===== config.mk =====
export PLATFORM = sky130hd
export DESIGN_NAME = alu_seq_flat
export DESIGN_NICKNAME = d
export VERILOG_FILES = /design/src/rtl/alu_pkg.sv /design/src/rtl/alu_seq_if.sv /design/src/rtl/alu_mul_iter.sv /design/src/rtl/alu_seq.sv /design/src/flat_wrapper.sv
export SDC_FILE = /design/constraint.sdc
export NUM_CORES = 1
export LEC_CHECK = 0
export ABC_AREA = 1
export CAP_MARGIN = 10
export CELL_PAD_IN_SITES_DETAIL_PLACEMENT = 1
export CELL_PAD_IN_SITES_GLOBAL_PLACEMENT = 2
export CORE_MARGIN = 4
export CORE_UTILIZATION = 31
export CTS_CLUSTER_DIAMETER = 30
export DETAILED_ROUTE_END_ITERATION = 8
export PLACE_DENSITY_LB_ADDON = 0.1
export SYNTH_ARGS = -nofsm -noshare
export SYNTH_HDL_FRONTEND = slang
export SYNTH_HIERARCHICAL = 1
export SYNTH_SLANG_ARGS = --single-unit

===== constraint.sdc =====
create_clock -name clock_in -period 4.6 [get_ports clock_in]
set_input_delay 0.46 -clock clock_in [delete_from_list [all_inputs] [get_ports clock_in]]
set_output_delay 0.46 -clock clock_in [all_outputs]
set_load 0.03 [all_outputs]

===== src/rtl/alu_pkg.sv =====
// Shared opcode and FSM-state definitions for the sequential ALU and its bench.
package alu_pkg;

  localparam int ALU_OP_W = 3;

  localparam logic [ALU_OP_W-1:0] OPC_ADD = 3'b000;
  localparam logic [ALU_OP_W-1:0] OPC_SUB = 3'b001;
  localparam logic [ALU_OP_W-1:0] OPC_AND = 3'b010;
  localparam logic [ALU_OP_W-1:0] OPC_OR  = 3'b011;
  localparam logic [ALU_OP_W-1:0] OPC_XOR = 3'b100;
  localparam logic [ALU_OP_W-1:0] OPC_SLL = 3'b101;
  localparam logic [ALU_OP_W-1:0] OPC_SRA = 3'b110;
  localparam logic [ALU_OP_W-1:0] OPC_MUL = 3'b111;

  typedef enum logic [ALU_OP_W-1:0] {
    OP_ADD = OPC_ADD,
    OP_SUB = OPC_SUB,
    OP_AND = OPC_AND,
    OP_OR  = OPC_OR,
    OP_XOR = OPC_XOR,
    OP_SLL = OPC_SLL,
    OP_SRA = OPC_SRA,
    OP_MUL = OPC_MUL
  } alu_op_t;

  typedef enum logic [1:0] {
    ST_IDLE = 2'd0,
    ST_MUL  = 2'd1,
    ST_DONE = 2'd2
  } alu_state_t;

endpackage


===== src/rtl/alu_seq_if.sv =====
// Request/result bundle of the sequential ALU; master drives requests, slave returns results.
interface alu_seq_if
  import alu_pkg::*;
#(
  parameter int DATA_WIDTH = 11
);
  logic                  start_in;
  logic [ALU_OP_W-1:0]   operation_in;
  logic [DATA_WIDTH-1:0] A_in;
  logic [DATA_WIDTH-1:0] B_in;
  logic [DATA_WIDTH-1:0] alu_out;
  logic                  zero_indicator_out;
  logic                  signal_bit_out;
  logic                  carry_out;
  logic                  overflow_out;
  logic                  busy_out;
  logic                  done_out;

  modport master (
    output start_in, operation_in, A_in, B_in,
    input  alu_out, zero_indicator_out, signal_bit_out, carry_out, overflow_out,
           busy_out, done_out
  );

  modport slave (
    input  start_in, operation_in, A_in, B_in,
    output alu_out, zero_indicator_out, signal_bit_out, carry_out, overflow_out,
           busy_out, done_out
  );
endinterface


===== src/rtl/alu_mul_iter.sv =====
// Unsigned shift-add multiplier, one partial product per step; built only with ALU_SEQ_MUL_EN.
// prod_out is the accumulator value after the current step, so the caller captures it on the last step.
module alu_mul_iter #(
  parameter int DATA_WIDTH = 11
) (
  input  logic                    clock_in,
  input  logic                    reset_in,
  input  logic                    load_in,
  input  logic                    step_in,
  input  logic [DATA_WIDTH-1:0]   a_in,
  input  logic [DATA_WIDTH-1:0]   b_in,
  output logic                    last_out,
  output logic [2*DATA_WIDTH-1:0] prod_out
);
  localparam int              CW        = $clog2(DATA_WIDTH + 1);
  localparam logic [CW-1:0]   LAST_STEP = CW'(DATA_WIDTH - 1);
  localparam logic [CW-1:0]   STEP_ONE  = CW'(1);

  logic [2*DATA_WIDTH-1:0] mcand_q, mcand_d;
  logic [2*DATA_WIDTH-1:0] acc_q, acc_d, acc_nxt;
  logic [DATA_WIDTH-1:0]   mplier_q, mplier_d;
  logic [CW-1:0]           cnt_q, cnt_d;

  always_comb begin
    acc_nxt  = mplier_q[0] ? (acc_q + mcand_q) : acc_q;
    mcand_d  = mcand_q;
    mplier_d = mplier_q;
    acc_d    = acc_q;
    cnt_d    = cnt_q;
    if (load_in) begin
      mcand_d  = {{DATA_WIDTH{1'b0}}, a_in};
      mplier_d = b_in;
      acc_d    = '0;
      cnt_d    = '0;
    end else if (step_in) begin
      mcand_d  = mcand_q << 1;
      mplier_d = mplier_q >> 1;
      acc_d    = acc_nxt;
      cnt_d    = cnt_q + STEP_ONE;
    end
  end

  always_ff @(posedge clock_in) begin
    if (reset_in) begin
      mcand_q  <= '0;
      mplier_q <= '0;
      acc_q    <= '0;
      cnt_q    <= '0;
    end else begin
      mcand_q  <= mcand_d;
      mplier_q <= mplier_d;
      acc_q    <= acc_d;
      cnt_q    <= cnt_d;
    end
  end

  assign last_out = step_in && (cnt_q == LAST_STEP);
  assign prod_out = acc_nxt;
endmodule


===== src/rtl/alu_seq.sv =====
// Sequential ALU: single-cycle arith/logic/shift ops; MUL iterates DATA_WIDTH steps when ALU_SEQ_MUL_EN
// is defined, otherwise opcode 111 completes in one cycle with overflow set as an illegal-op marker.
module alu_seq
  import alu_pkg::*;
#(
  parameter int DATA_WIDTH = 11
) (
  input  logic     clock_in,
  input  logic     reset_in,
  alu_seq_if.slave bus
);
  localparam int                    MSB       = DATA_WIDTH - 1;
  localparam logic [DATA_WIDTH-1:0] SHIFT_LIM = DATA_WIDTH[DATA_WIDTH-1:0];
  localparam logic [DATA_WIDTH:0]   CARRY_IN  = {{DATA_WIDTH{1'b0}}, 1'b1};

  alu_state_t state_q, state_d;
  alu_op_t    op;
  logic       accept, mul_sel, mul_last, load_alu;

  logic [DATA_WIDTH-1:0]        a, b, ex_res, res_q, res_d;
  logic signed [DATA_WIDTH-1:0] sra_res;
  logic [DATA_WIDTH:0]          sum;
  logic                         ex_c, ex_v, carry_q, carry_d, ovf_q, ovf_d;

  assign op      = alu_op_t'(bus.operation_in);
  assign a       = bus.A_in;
  assign b       = bus.B_in;
  assign accept  = bus.start_in && (state_q != ST_MUL);
  assign sra_res = $signed(a) >>> b;

`ifdef ALU_SEQ_MUL_EN
  logic                    mul_load, mul_step;
  logic [2*DATA_WIDTH-1:0] mul_prod;

  assign mul_sel  = (op == OP_MUL);
  assign mul_load = accept && mul_sel;
  assign mul_step = (state_q == ST_MUL);

  alu_mul_iter #(.DATA_WIDTH(DATA_WIDTH)) u_mul (
    .clock_in (clock_in),
    .reset_in (reset_in),
    .load_in  (mul_load),
    .step_in  (mul_step),
    .a_in     (a),
    .b_in     (b),
    .last_out (mul_last),
    .prod_out (mul_prod)
  );
`else
  assign mul_sel  = 1'b0;
  assign mul_last = 1'b0;
`endif

  always_ff @(posedge clock_in) begin
    if (reset_in) state_q <= ST_IDLE;
    else          state_q <= state_d;
  end

  always_comb begin
    state_d = state_q;
    case (state_q)
      ST_IDLE, ST_DONE: begin
        if (accept) state_d = mul_sel ? ST_MUL : ST_DONE;
        else        state_d = ST_IDLE;
      end
      ST_MUL:  if (mul_last) state_d = ST_DONE;
      default: state_d = ST_IDLE;
    endcase
  end

  always_comb begin
    bus.busy_out = (state_q == ST_MUL);
    bus.done_out = (state_q == ST_DONE);
    load_alu     = accept && !mul_sel;
  end

  always_comb begin
    sum    = '0;
    ex_res = '0;
    ex_c   = 1'b0;
    ex_v   = 1'b0;
    case (op)
      OP_ADD: begin
        sum    = {1'b0, a} + {1'b0, b};
        ex_res = sum[MSB:0];
        ex_c   = sum[DATA_WIDTH];
        ex_v   = (a[MSB] == b[MSB]) && (ex_res[MSB] != a[MSB]);
      end
      OP_SUB: begin
        sum    = {1'b0, a} + {1'b0, ~b} + CARRY_IN;
        ex_res = sum[MSB:0];
        ex_c   = sum[DATA_WIDTH];
        ex_v   = (a[MSB] != b[MSB]) && (ex_res[MSB] != a[MSB]);
      end
      OP_AND: ex_res = a & b;
      OP_OR:  ex_res = a | b;
      OP_XOR: ex_res = a ^ b;
      OP_SLL: ex_res = (b >= SHIFT_LIM) ? '0 : (a << b);
      OP_SRA: ex_res = (b >= SHIFT_LIM) ? {DATA_WIDTH{a[MSB]}} : sra_res;
      // Only reaches the result registers when no multiplier is built.
      OP_MUL: ex_v = 1'b1;
      default: ;
    endcase
  end

  always_comb begin
    res_d   = res_q;
    carry_d = carry_q;
    ovf_d   = ovf_q;
    if (load_alu) begin
      res_d   = ex_res;
      carry_d = ex_c;
      ovf_d   = ex_v;
    end
`ifdef ALU_SEQ_MUL_EN
    else if (mul_last) begin
      res_d   = mul_prod[MSB:0];
      carry_d = 1'b0;
      ovf_d   = |mul_prod[2*DATA_WIDTH-1:DATA_WIDTH];
    end
`endif
  end

  always_ff @(posedge clock_in) begin
    if (reset_in) begin
      res_q   <= '0;
      carry_q <= 1'b0;
      ovf_q   <= 1'b0;
    end else begin
      res_q   <= res_d;
      carry_q <= carry_d;
      ovf_q   <= ovf_d;
    end
  end

  assign bus.alu_out            = res_q;
  assign bus.zero_indicator_out = (res_q == '0);
  assign bus.signal_bit_out     = res_q[MSB];
  assign bus.carry_out          = carry_q;
  assign bus.overflow_out       = ovf_q;
endmodule


===== src/flat_wrapper.sv =====
// flat-port wrapper written by rule: the top's interface ports become plain ports
module alu_seq_flat import alu_pkg::*;
#(
  parameter int DATA_WIDTH = 11
)
  (clock_in, reset_in, bus_start_in, bus_operation_in, bus_A_in, bus_B_in, bus_alu_out, bus_zero_indicator_out, bus_signal_bit_out, bus_carry_out, bus_overflow_out, bus_busy_out, bus_done_out);
  alu_seq_if #(.DATA_WIDTH(DATA_WIDTH)) bus_i ();
  input  logic clock_in;
  input  logic reset_in;
  input wire logic [$bits(bus_i.start_in)-1:0] bus_start_in;
  input wire logic [$bits(bus_i.operation_in)-1:0] bus_operation_in;
  input wire logic [$bits(bus_i.A_in)-1:0] bus_A_in;
  input wire logic [$bits(bus_i.B_in)-1:0] bus_B_in;
  output wire logic [$bits(bus_i.alu_out)-1:0] bus_alu_out;
  output wire logic [$bits(bus_i.zero_indicator_out)-1:0] bus_zero_indicator_out;
  output wire logic [$bits(bus_i.signal_bit_out)-1:0] bus_signal_bit_out;
  output wire logic [$bits(bus_i.carry_out)-1:0] bus_carry_out;
  output wire logic [$bits(bus_i.overflow_out)-1:0] bus_overflow_out;
  output wire logic [$bits(bus_i.busy_out)-1:0] bus_busy_out;
  output wire logic [$bits(bus_i.done_out)-1:0] bus_done_out;
  assign bus_i.start_in = bus_start_in;
  assign bus_i.operation_in = bus_operation_in;
  assign bus_i.A_in = bus_A_in;
  assign bus_i.B_in = bus_B_in;
  assign bus_alu_out = bus_i.alu_out;
  assign bus_zero_indicator_out = bus_i.zero_indicator_out;
  assign bus_signal_bit_out = bus_i.signal_bit_out;
  assign bus_carry_out = bus_i.carry_out;
  assign bus_overflow_out = bus_i.overflow_out;
  assign bus_busy_out = bus_i.busy_out;
  assign bus_done_out = bus_i.done_out;
  alu_seq #(.DATA_WIDTH(DATA_WIDTH)) u_core (.clock_in(clock_in), .reset_in(reset_in), .bus(bus_i));
endmodule

# Word-level counts from Yosys, hierarchy flattened
# Cells that the tools add are included.
# W data, S select, Z words.
word_totals:
  ff_bits: 15
  latch_bits: 0
  ram_bits: 0
  mem_bits_ro: 0
  input_bits: 28
  output_inout_bits: 17
  wordCells: 42
  memories: 0
op_classes:
  addsub: 3
  multipliers: 0
  div: 0
  magnitude_cmp: 1
  n_eq_ne: 14
  n_shift: 2
  muxes: 7
  n_bitwise: 4
  n_reduce_logical: 7
op_table:
  columns: ["op", "n"]
  rows:
  - ["$pmux W11 S7", 1]
  - ["$add A11 B11 Y12", 2]
  - ["$mux W11", 2]
  - ["$add A12 B1 Y12 const B", 1]
  - ["$eq A3 B3 Y1 const B", 4]
  - ["$and A11 B11 Y11", 1]
  - ["$ge A11 B4 Y1 const B", 1]
  - ["$logic_not A11 Y1", 1]
  - ["$not A11 Y11", 1]
  - ["$or A11 B11 Y11", 1]
  - ["$shl A11 B11 Y11", 1]
  - ["$sshr A11 B11 Y11", 1]
  - ["$xor A11 B11 Y11", 1]
  - ["$eq A3 B2 Y1 const B", 2]
  - ["$pmux W2 S2", 1]
  - ["$eq A3 B1 Y1 const B", 1]
  - ["$logic_and A1 B1 Y1", 3]
  - ["$logic_not A3 Y1", 1]
  - ["$ne A1 B1 Y1", 3]
  - ["$pmux W1 S3", 1]
  - ["$eq A2 B1 Y1 const B", 1]
  - ["$eq A2 B2 Y1 const B", 1]
  - ["$logic_not A2 Y1", 1]
  - ["$mux W2", 1]
  - ["other kinds (4)", 4]

# Logic depth before layout (Yosys ltp)
# Gate-level depths: netlist (run 1).
logic_depth:
  depth_word: 6
  mapped_depth: 18
  ltp_nobuf: 17

# Worst setup path before layout (run 1)
# No wires, ideal clock.
synth_timing:
  path_kind: "input to register"
  startpoint: "input bus_B_in[3]"
  endpoint: "register u_core.res_q[8] (netlist: u_core/bus.alu_out[8])"
  setup_time_ns: 0.132
  arrival_ns: 2.425
  t_required_ns: 4.468
  setup_slack_ns: 2.043
  cell_stages: 15
  path_buffers: 2
  cell_sequence: "clkbuf_1 > inv_1 > ha_1 > buf_2 > a21oi_1 > a21oi_1 > nor2_1 > o21bai_1 > or2_2 > nand3_1 > nand3b_1 > nor2_1 > nand2_1 > nand2_1 > a21oi_1"
synth_between:
  elab_chain_len: 4
  elab_cells_between_ends: 10
  classes_between: "add/sub: 3; order compare: 1; shift: 2; mux: 3; bitwise: 1"
synth_lines:
  columns: ["item", "line_no", "source"]
  rows:
  - ["start, declared", "flat_wrapper.sv:13", "input wire logic [$bits(bus_i.B_in)-1:0] bus_B_in;"]
  - ["$not A11 Y11", "alu_seq.sv:90", "sum = {1'b0, a} + {1'b0, ~b} + CARRY_IN;"]
  - ["$add A11 B11 Y12", "alu_seq.sv:90", null]
  - ["$add A12 B1 Y12", "alu_seq.sv:90", null]
  - ["$pmux W11 S7 (*)", "alu_seq.sv:82", "case (op)"]
  - ["end signal, assigned", "alu_seq.sv:130", "res_q <= res_d;"]
  - ["end, declared", "alu_seq.sv:20", "logic [DATA_WIDTH-1:0] a, b, ex_res, res_q, res_d;"]
# Mark *: on every way between the ends. The rest lies on a longest branch, timed or not.
# A chain may end at the register's enable or synchronous reset.

# Worst setup path in the final report (run 1)
layout_timing:
  startpoint: "input bus_B_in[0]"
  endpoint: "register u_core.res_q[2] (netlist: u_core/bus.alu_out[2])"
# The elaborated chain is that of the path after synthesis.

==> results of run 1 <==
[per-stage QoR]
stage	setup WS [ps]	hold WS (ps)	cells
after detailed placement	864	466	709
after global placement	858	462	709
after CTS	1140	476	713
after global routing	805	502	713
after floorplan	2040	529	548
final	1080	469	713
[metal layers]
metal,vias to the layer above,GRT usage,part of all wire
li1,1912,-,-
met1,1795,0.313,0.48
met2,85,0.374,0.46
met3,10,0.0108,0.037
met4,0,0.0352,0.016
met5,-,0,0
[final timing paths]
path,to,depth (start not counted),from
setup / recovery,u_core/bus.alu_out[2]$_SDFFE_PP0P_,13,bus_B_in[0]
setup reg to reg,u_core/bus.alu_out[7]$_SDFFE_PP0P_,2,u_core/bus.alu_out[7]$_SDFFE_PP0P_
hold reg to reg,u_core/bus.overflow_out$_SDFFE_PP0P_,2,u_core/bus.overflow_out$_SDFFE_PP0P_
hold / removal,u_core/bus.overflow_out$_SDFFE_PP0P_,2,u_core/bus.overflow_out$_SDFFE_PP0P_
[registers in the layout, indices dropped and copies added, names as in the netlist]
| name | cells |
|---|---|
| u_core/bus.overflow_out | 1 |
| u_core/state_q | 1 |
| u_core/bus.carry_out | 1 |
| u_core/bus.alu_out | 11 |
[layout make-up]
cell class	instances	area [µm²]
clock buffers	4	55.1
well taps	133	166
inverters	64	240
multi-input cells	449	2450
flip-flops and latches	14	280
repair buffers	49	475
fillers	1394	6070
[critical path: stages]
cell and delay, ps:
clkdlybuf4s50_1 880, ha_1 300, inv_1 70, fa_1 350, inv_1 110, nand2_1 90, o21ai_0 160, a21oi_1 60
a2111oi_0 750, buf_4 230, nand2_1 50, nand2_1 50, a21oi_1 70
[where the power goes]
part           internal (mW)  leakage (nW)  switching [mW]  total (mW)
Sequential             0.130         0.115         0.00629       0.136
Clock                 0.0757        0.0288          0.0437       0.119
Combinational          0.125          1.52           0.232       0.357
[cell usage in the layout (no fill, tap or decap), drive strengths merged, types with 4 or more instances in the layout]
cell           count
nand2            158
nand3             61
inv               61
a21oi             46
nor2              44
clkdlybuf4s50     43
o21ai             36
ha                33
dfxtp             14
nand4             12
o211ai            10
nor3              10
o21bai             7
buf                6
o22ai              5
a31oi              5
clkbuf             4
nor4               4
[kinds of logic after synthesis]
family	after synthesis	synth area share
compound gates	120	0.227
xor+xnor	1	0.00285
fa+ha+maj	35	0.148
buf+inv	85	0.112
flops	14	0.0913
other cells	1	0.00122
simple gates	292	0.419
==> flow_metrics.py, run 1 <==
metrics = {
    "floorplanning": {
        "ios": 45,
        "die_w_um": 108,
        "dieHeight_um": 108,
        "start_util": 0.315,
        "dieArea_um2": 11600,
        "coreArea_um2": 9730,
        "rows": 36,
    },
    "clocking": {
        "post_cts_buffers": 0,
        "clk_pin_slew_ps": 60,
        "post_cts_resized": 0,
        "ctsRootBufferMaster": "clkbuf_8",
        "cts_sinks": 14,
        "htree_levels": 1,
        "clock_path_buffers": 2,
        "cts_inserted_buffers": 3,
        "cts_hold_buf": 0,
        "cts_tree": "yes",
        "clk-insertion-delay-late_ps": 240,
    },
    "timing": {
        "tns_ps": 0,
        "setup_viol": 0,
        "worst_pin_slew_ps": 943,
        "fin_crit_sh": 0.766,
        "max-slew-margin-rel": 0.355,
        "rsz0062_at_grt": "no",
        "max_freq_mhz": 284,
        "finalClockSkew_ps": 0,
        "layout_min_cycle_time_ps": 3520,
        "final_hold_viol_count": 0,
        "slew_violations": 0,
    },
    "grt": {
        "antenna_found_initial": 0,
        "grt_usage": 0.220,
        "grt_first_pass_wirelength_um": 20300,
        "gr-total-overflow": 0,
        "grt_max_degree": 30,
        "grt_pass1_vias": 3818,
    },
    "pwr": {
        "powerDensity_nw_per_um2": 167,
        "finalPower_uw": 613,
        "p_leak_nw": 1.67,
        "vdd_drop_max_uv": 100,
    },
    "run": {
        "drv_cap": 0,
    },
    "yosys": {
        "synthTopCellsByArea": "nand2_1 (19%), ha_1 (13%), nand3_1 (9.9%)",
        "synth_fp_nets": 611,
        "syn_area_um2": 3070,
        "synth_largest_area_cell": "nand2_1",
        "ys_warn_count": 6,
        "async_reset_ff_frac": 0,
        "ys_dominant_reg_cell": "dfxtp_1",
        "syn_inst": 548,
        "synth_commonest_cells": "nand2_1 (158), nand3_1 (61), inv_1 (53)",
        "synth.most_common_cell": "nand2_1",
        "synth_seq_cells": 14,
        "synth_top_area_frac": 0.193,
        "ys_seq_area_frac": 0.0913,
        "synth_edf_count": 0,
        "synthDistinctLibCells": 39,
        "syn_area_per_cell_um2": 5.60,
    },
    "drt": {
        "drc": 0,
        "vias_per_cell": 5.33,
        "detail-route-antenna-nets": 0,
        "dr.pass1.iters": 4,
        "num_vias": 3802,
        "finalWirelength_um": 12600,
        "drt_iter0_drc": 196,
        "wl_per_cell_um": 17.6,
    },
    "worst_setup_path": {
        "critPathCaptureType": "register",
        "worstPathArrival_ps": 3630,
        "critPathLaunchType": "input port",
        "rrSetupSlack_ps": 3920,
        "crit_type": "in2reg",
        "path_max_fanout": 17,
        "cp.required_ps": 4710,
    },
    "layout": {
        "area_delta_synth_final_pct": 19.4,
        "drive_gt1_frac": 0.0500,
        "final_cell_area_um2": 3660,
        "diodes": 0,
        "final_core_util": 0.377,
        "nNetsFinal": 644,
    },
    "place": {
        "dp_hpwl_um": 10500,
        "place_area_um2": 3610,
        "io_buffers": 43,
        "place.gp.congestion": 0.917,
    },
    "worst_hold_path": {
        "hold_class": "reg2reg",
    },
    "status": {
        "outcome": "completed",
    },
}
No activity file was read; power rests on OpenSTA's default activity.
==> run 2: changes to the inputs <==
- CORE_UTILIZATION: 31 -> 26
- clock period: 4.6 -> 3.2 ns (I/O delays scaled with it)
==> flow_metrics.py, run 2 (synthesis gave the netlist of run 1 again) <==
metrics = {
    "grt": {
        "grt_first_pass_wirelength_um": 21900,
        "gr-total-overflow": 0,
        "antenna_found_initial": 0,
        "grt_pass1_vias": 3965,
        "grt_usage": 0.206,
        "grt_max_degree": 27,
    },
    "worst_hold_path": {
        "hold_end": "u_core/bus.overflow_out$_SDFFE_PP0P_",
        "hold_class": "reg2reg",
        "hold_depth": 2,
        "worstHoldStart": "u_core/bus.overflow_out$_SDFFE_PP0P_",
    },
    "layout": {
        "diodes": 0,
        "layout_common_cells": "nand2_1 (158), nand3_1 (61), inv_1 (53)",
        "fillers": 1563,
        "nNetsFinal": 662,
        "drive_gt1_frac": 0.0771,
        "layout_commonest_cell": "nand2_1",
        "area_delta_synth_final_pct": 24.8,
        "largest_reg_flops": 11,
    },
    "worst_setup_path": {
        "rrSetupSlack_ps": 2550,
        "cp.required_ps": 3310,
        "crit_type": "in2reg",
        "critPathCaptureType": "register",
        "r2r_start": "u_core/bus.alu_out[7]$_SDFFE_PP0P_",
        "path_max_fanout": 4,
        "worstPathArrival_ps": 3020,
        "critPathLaunchType": "input port",
        "rr_endpoint": "u_core/bus.alu_out[7]$_SDFFE_PP0P_",
        "r2r_cells": 2,
    },
    "timing": {
        "slew_violations": 0,
        "tns_ps": 0,
        "worst_pin_slew_ps": 970,
        "fin_crit_sh": 0.910,
        "final_hold_viol_count": 0,
        "max-slew-margin-rel": 0.337,
        "setup_viol": 0,
        "max_freq_mhz": 343,
        "layout_min_cycle_time_ps": 2910,
        "finalClockSkew_ps": 0,
        "rsz0062_at_grt": "no",
    },
    "floorplanning": {
        "dieHeight_um": 117,
        "die_w_um": 117,
        "dieArea_um2": 13600,
        "start_util": 0.268,
        "ios": 45,
        "coreArea_um2": 11500,
        "rows": 39,
    },
    "status": {
        "outcome": "completed",
    },
    "clocking": {
        "clock_path_buffers": 2,
        "htree_levels": 1,
        "ctsRootBufferMaster": "clkbuf_16",
        "post_cts_resized": 0,
        "cts_tree": "yes",
        "cts_inserted_buffers": 3,
        "clk-insertion-delay-late_ps": 240,
        "clk_pin_slew_ps": 50,
        "post_cts_buffers": 0,
        "cts_sinks": 14,
        "cts_hold_buf": 0,
    },
    "place": {
        "dp_hpwl_um": 11600,
        "place.gp.congestion": 0.883,
        "io_buffers": 43,
    },
    "run": {
        "drv_cap": 0,
    },
    "drt": {
        "finalWirelength_um": 13900,
        "wl_per_cell_um": 18.7,
        "drc": 0,
        "detail-route-antenna-nets": 0,
        "num_vias": 3907,
        "drt_iter0_drc": 212,
        "dr.pass1.iters": 4,
        "vias_per_cell": 5.28,
    },
    "pwr": {
        "p_leak_nw": 1.76,
        "powerDensity_nw_per_um2": 253,
        "finalPower_uw": 969,
        "vdd_drop_max_uv": 282,
    },
}
## run 2: changes by cell type in the layout (fill, tap and decap cells not counted)
cell,delta
buf_4,+18
clkbuf_16,+3
clkbuf_8,-4
## run 2: worst max-delay path, stage by stage
cell and delay, ps:
clkdlybuf4s50_1 560, inv_1 160, fa_1 430, inv_1 110, nand2_1 80, o21ai_0 150
a21oi_1 50, a2111oi_0 770, buf_4 230, nand2_1 50, nand2_1 50, a21oi_1 50
## run 2: worst max path at each step
stage | cells after the start | slack, ps | endpoint | from
2_1_floorplan | 15 | 780 | u_core/bus.alu_out[8]$_SDFFE_PP0P_ | bus_B_in[3]
3_3_place_gp | 13 | 140 | u_core/bus.alu_out[5]$_SDFFE_PP0P_ | bus_B_in[6]
3_5_place_dp | 13 | 110 | u_core/bus.alu_out[2]$_SDFFE_PP0P_ | bus_B_in[0]
4_1_cts | 17 | 370 | u_core/bus.alu_out[9]$_SDFFE_PP0P_ | bus_A_in[3]
5_1_grt | 13 | 120 | u_core/bus.alu_out[2]$_SDFFE_PP0P_ | bus_B_in[0]
6_report | 12 | 290 | u_core/bus.alu_out[2]$_SDFFE_PP0P_ | bus_A_in[1]
## run 2: metal layers
| metal | global-route usage | wire, µm | vias up |
|---|---|---|---|
| li1 | - | - | 1947 |
| met1 | 0.298 | 6900 | 1863 |
| met2 | 0.338 | 6240 | 84 |
| met3 | 0.0181 | 520 | 13 |
| met4 | 0.0329 | 196 | 0 |
| met5 | 0 | 0 | - |
## run 2: layout make-up
cell class	count	area, µm²	area share
Sequential cell	14	280	0.0732
Multi-Input combinational cell	449	2450	0.638
Timing Repair Buffer	67	611	0.159
Inverter	64	240	0.0627
Tap cell	143	179	0.0467
Clock buffer	3	75.1	0.0196
## run 2: through the flow
stage / cells / hold slack (ps) / worst slack [ps] / util / cell area [µm²]
final: 740 / 479 / 288 / 0.334 / 3830
after floorplan: 548 / 389 / 783 / - / 3070
after global routing: 740 / 500 / 123 / 0.334 / 3830
after detailed placement: 737 / 471 / 115 / 0.328 / 3760
after global placement: 737 / 457 / 142 / 0.328 / 3760
after CTS: 740 / 481 / 368 / 0.334 / 3830
## run 2: power breakdown
group	total (mW)	switching [mW]	internal [mW]	leakage, nW
clock network	0.231	0.0675	0.163	0.0370
registers	0.196	0.00867	0.187	0.115
logic	0.543	0.347	0.196	1.61
==> run 3: changes to the inputs <==
- SYNTH_HIERARCHICAL: 1 -> unset
==> flow_metrics.py, run 3 <==
metrics = {
    "status": {
        "outcome": "completed",
    },
    "clocking": {
        "post_cts_resized": 0,
        "cts_hold_buf": 0,
        "clk_pin_slew_ps": 40,
        "cts_inserted_buffers": 3,
        "post_cts_buffers": 0,
        "ctsRootBufferMaster": "clkbuf_16",
        "cts_tree": "yes",
        "htree_levels": 1,
        "clock_path_buffers": 2,
        "clk-insertion-delay-late_ps": 230,
        "cts_sinks": 14,
    },
    "worst_setup_path": {
        "cp-startpoint": "bus_A_in[3]",
        "rrSetupSlack_ps": 2530,
        "r2r_start": "u_core.bus.alu_out[8]$_SDFFE_PP0P_",
        "rr_endpoint": "u_core.bus.alu_out[8]$_SDFFE_PP0P_",
        "critPathCaptureType": "register",
        "r2r_cells": 2,
        "crit_type": "in2reg",
        "critPathLaunchType": "input port",
        "crit_end": "u_core.bus.alu_out[8]$_SDFFE_PP0P_",
        "cp.required_ps": 3290,
        "path_max_fanout": 8,
        "worstPathArrival_ps": 2940,
    },
    "layout": {
        "nNetsFinal": 683,
        "fillers": 1635,
        "layout_commonest_cell": "nand2_1",
        "final_cells": 764,
        "drive_gt1_frac": 0.0778,
        "diodes": 0,
        "largest_reg_flops": 11,
        "area_delta_synth_final_pct": 23.8,
        "layout_common_cells": "nand2_1 (162), inv_1 (66), nand3_1 (64)",
    },
    "grt": {
        "antenna_found_initial": 0,
        "grt_first_pass_wirelength_um": 23400,
        "grt_max_degree": 21,
        "grt_pass1_vias": 4177,
        "grt_usage": 0.208,
        "gr-total-overflow": 0,
    },
    "drt": {
        "vias_per_cell": 5.12,
        "drt_iter0_drc": 174,
        "dr.pass1.iters": 4,
        "wl_per_cell_um": 19.0,
        "drc": 0,
        "detail-route-antenna-nets": 0,
        "finalWirelength_um": 14500,
        "num_vias": 3914,
    },
    "yosys": {
        "synth_commonest_cells": "nand2_1 (162), inv_1 (66), nand3_1 (64)",
        "synth_largest_area_cell": "nand2_1",
        "synth_top_area_frac": 0.192,
        "syn_area_um2": 3170,
        "synth_fp_nets": 632,
        "ys_warn_count": 0,
        "synth_seq_cells": 14,
        "synthTopCellsByArea": "nand2_1 (19%), ha_1 (13%), nand3_1 (10%)",
        "synthDistinctLibCells": 45,
        "ys_dominant_reg_cell": "dfxtp_1",
        "syn_area_per_cell_um2": 5.58,
        "synth.most_common_cell": "nand2_1",
        "async_reset_ff_frac": 0,
        "ys_seq_area_frac": 0.0884,
        "synth_edf_count": 0,
        "syn_inst": 568,
    },
    "timing": {
        "worst_pin_slew_ps": 545,
        "layout_min_cycle_time_ps": 2850,
        "max_freq_mhz": 351,
        "max-slew-margin-rel": 0.635,
        "final_hold_viol_count": 0,
        "tns_ps": 0,
        "fin_crit_sh": 0.890,
        "finalClockSkew_ps": 0,
        "rsz0062_at_grt": "no",
        "setup_viol": 0,
        "slew_violations": 0,
    },
    "floorplanning": {
        "die_w_um": 118,
        "start_util": 0.265,
        "dieArea_um2": 14000,
        "dieHeight_um": 118,
        "ios": 45,
        "rows": 40,
        "coreArea_um2": 12000,
    },
    "place": {
        "io_buffers": 43,
        "dp_hpwl_um": 12400,
        "dpl.cell_count": 761,
        "place.gp.congestion": 0.890,
    },
    "pwr": {
        "finalPower_uw": 967,
        "p_leak_nw": 1.87,
        "vdd_drop_max_uv": 111,
        "powerDensity_nw_per_um2": 246,
    },
    "worst_hold_path": {
        "hold_class": "reg2reg",
    },
    "run": {
        "drv_cap": 0,
    },
}
## run 3: metal layers
layer  GRT usage  routed length [µm]  vias up
li1            -                   -     1982
met1       0.295                7260     1864
met2       0.356                6810       60
met3      0.0153                 305        8
met4      0.0246                 118        0
met5           0                   0        -
## run 3: worst min path at each step
| stage | from | to | slack, ps | cells past startpoint |
|---|---|---|---|---|
| 2_1_floorplan | reset_in | u_core.bus.alu_out[7]$_SDFFE_PP0P_ | 380 | 1 |
| 3_3_place_gp | u_core.bus.overflow_out$_SDFFE_PP0P_ | u_core.bus.overflow_out$_SDFFE_PP0P_ | 460 | 2 |
| 3_5_place_dp | u_core.bus.overflow_out$_SDFFE_PP0P_ | u_core.bus.overflow_out$_SDFFE_PP0P_ | 470 | 2 |
| 4_1_cts | u_core.bus.alu_out[6]$_SDFFE_PP0P_ | u_core.bus.alu_out[6]$_SDFFE_PP0P_ | 480 | 2 |
| 5_1_grt | u_core.bus.overflow_out$_SDFFE_PP0P_ | u_core.bus.overflow_out$_SDFFE_PP0P_ | 510 | 2 |
| 6_report | u_core.bus.overflow_out$_SDFFE_PP0P_ | u_core.bus.overflow_out$_SDFFE_PP0P_ | 480 | 2 |
## run 3: layout make-up
type                            count  area, µm²  share of cell area
Inverter                           69        259              0.0660
Clock buffer                        3       75.1              0.0191
Multi-Input combinational cell    463       2510               0.639
Timing Repair Buffer               68        618               0.157
Sequential cell                    14        280              0.0714
Tap cell                          147        184              0.0468
## run 3: kinds of logic (layout without fill, tap and decap cells)
kind of cell,after synthesis,in the layout,synth area share
flip-flops,14,14,0.0884
buffers and inverters,91,140,0.120
adder cells (fa/ha/maj),36,36,0.147
AND/OR/NAND/NOR,316,316,0.444
AO/OA/AOI/OAI,108,108,0.194
other,1,1,0.00118
XOR/XNOR,2,2,0.00552
## run 3: critical path, stage by stage
cell and delay [ps]:
clkdlybuf4s50_1 490, inv_1 80, ha_1 440, inv_1 200, nor3_1 400, a21oi_1 180, o21bai_1 210, nand2_1 80
nand2_1 60, o21ai_0 70, nor2_1 210, nand2_1 90, nand2_1 60, a21oi_1 60
## run 3: where the power goes
part	switching [mW]	total, mW	internal, mW
sequential	0.00921	0.196	0.187
clock	0.0620	0.225	0.163
combinational	0.351	0.547	0.196
total	0.422	0.967	0.546
## run 3: stage by stage
stage                util  hold slack, ps  area, µm²  setup slack, ps
floorplan               -             382       3170             1020
global placement    0.322             457       3850             73.4
detailed placement  0.322             465       3850              103
CTS                 0.328             483       3930              332
global route        0.328             509       3930             59.4
finish              0.328             478       3930              351
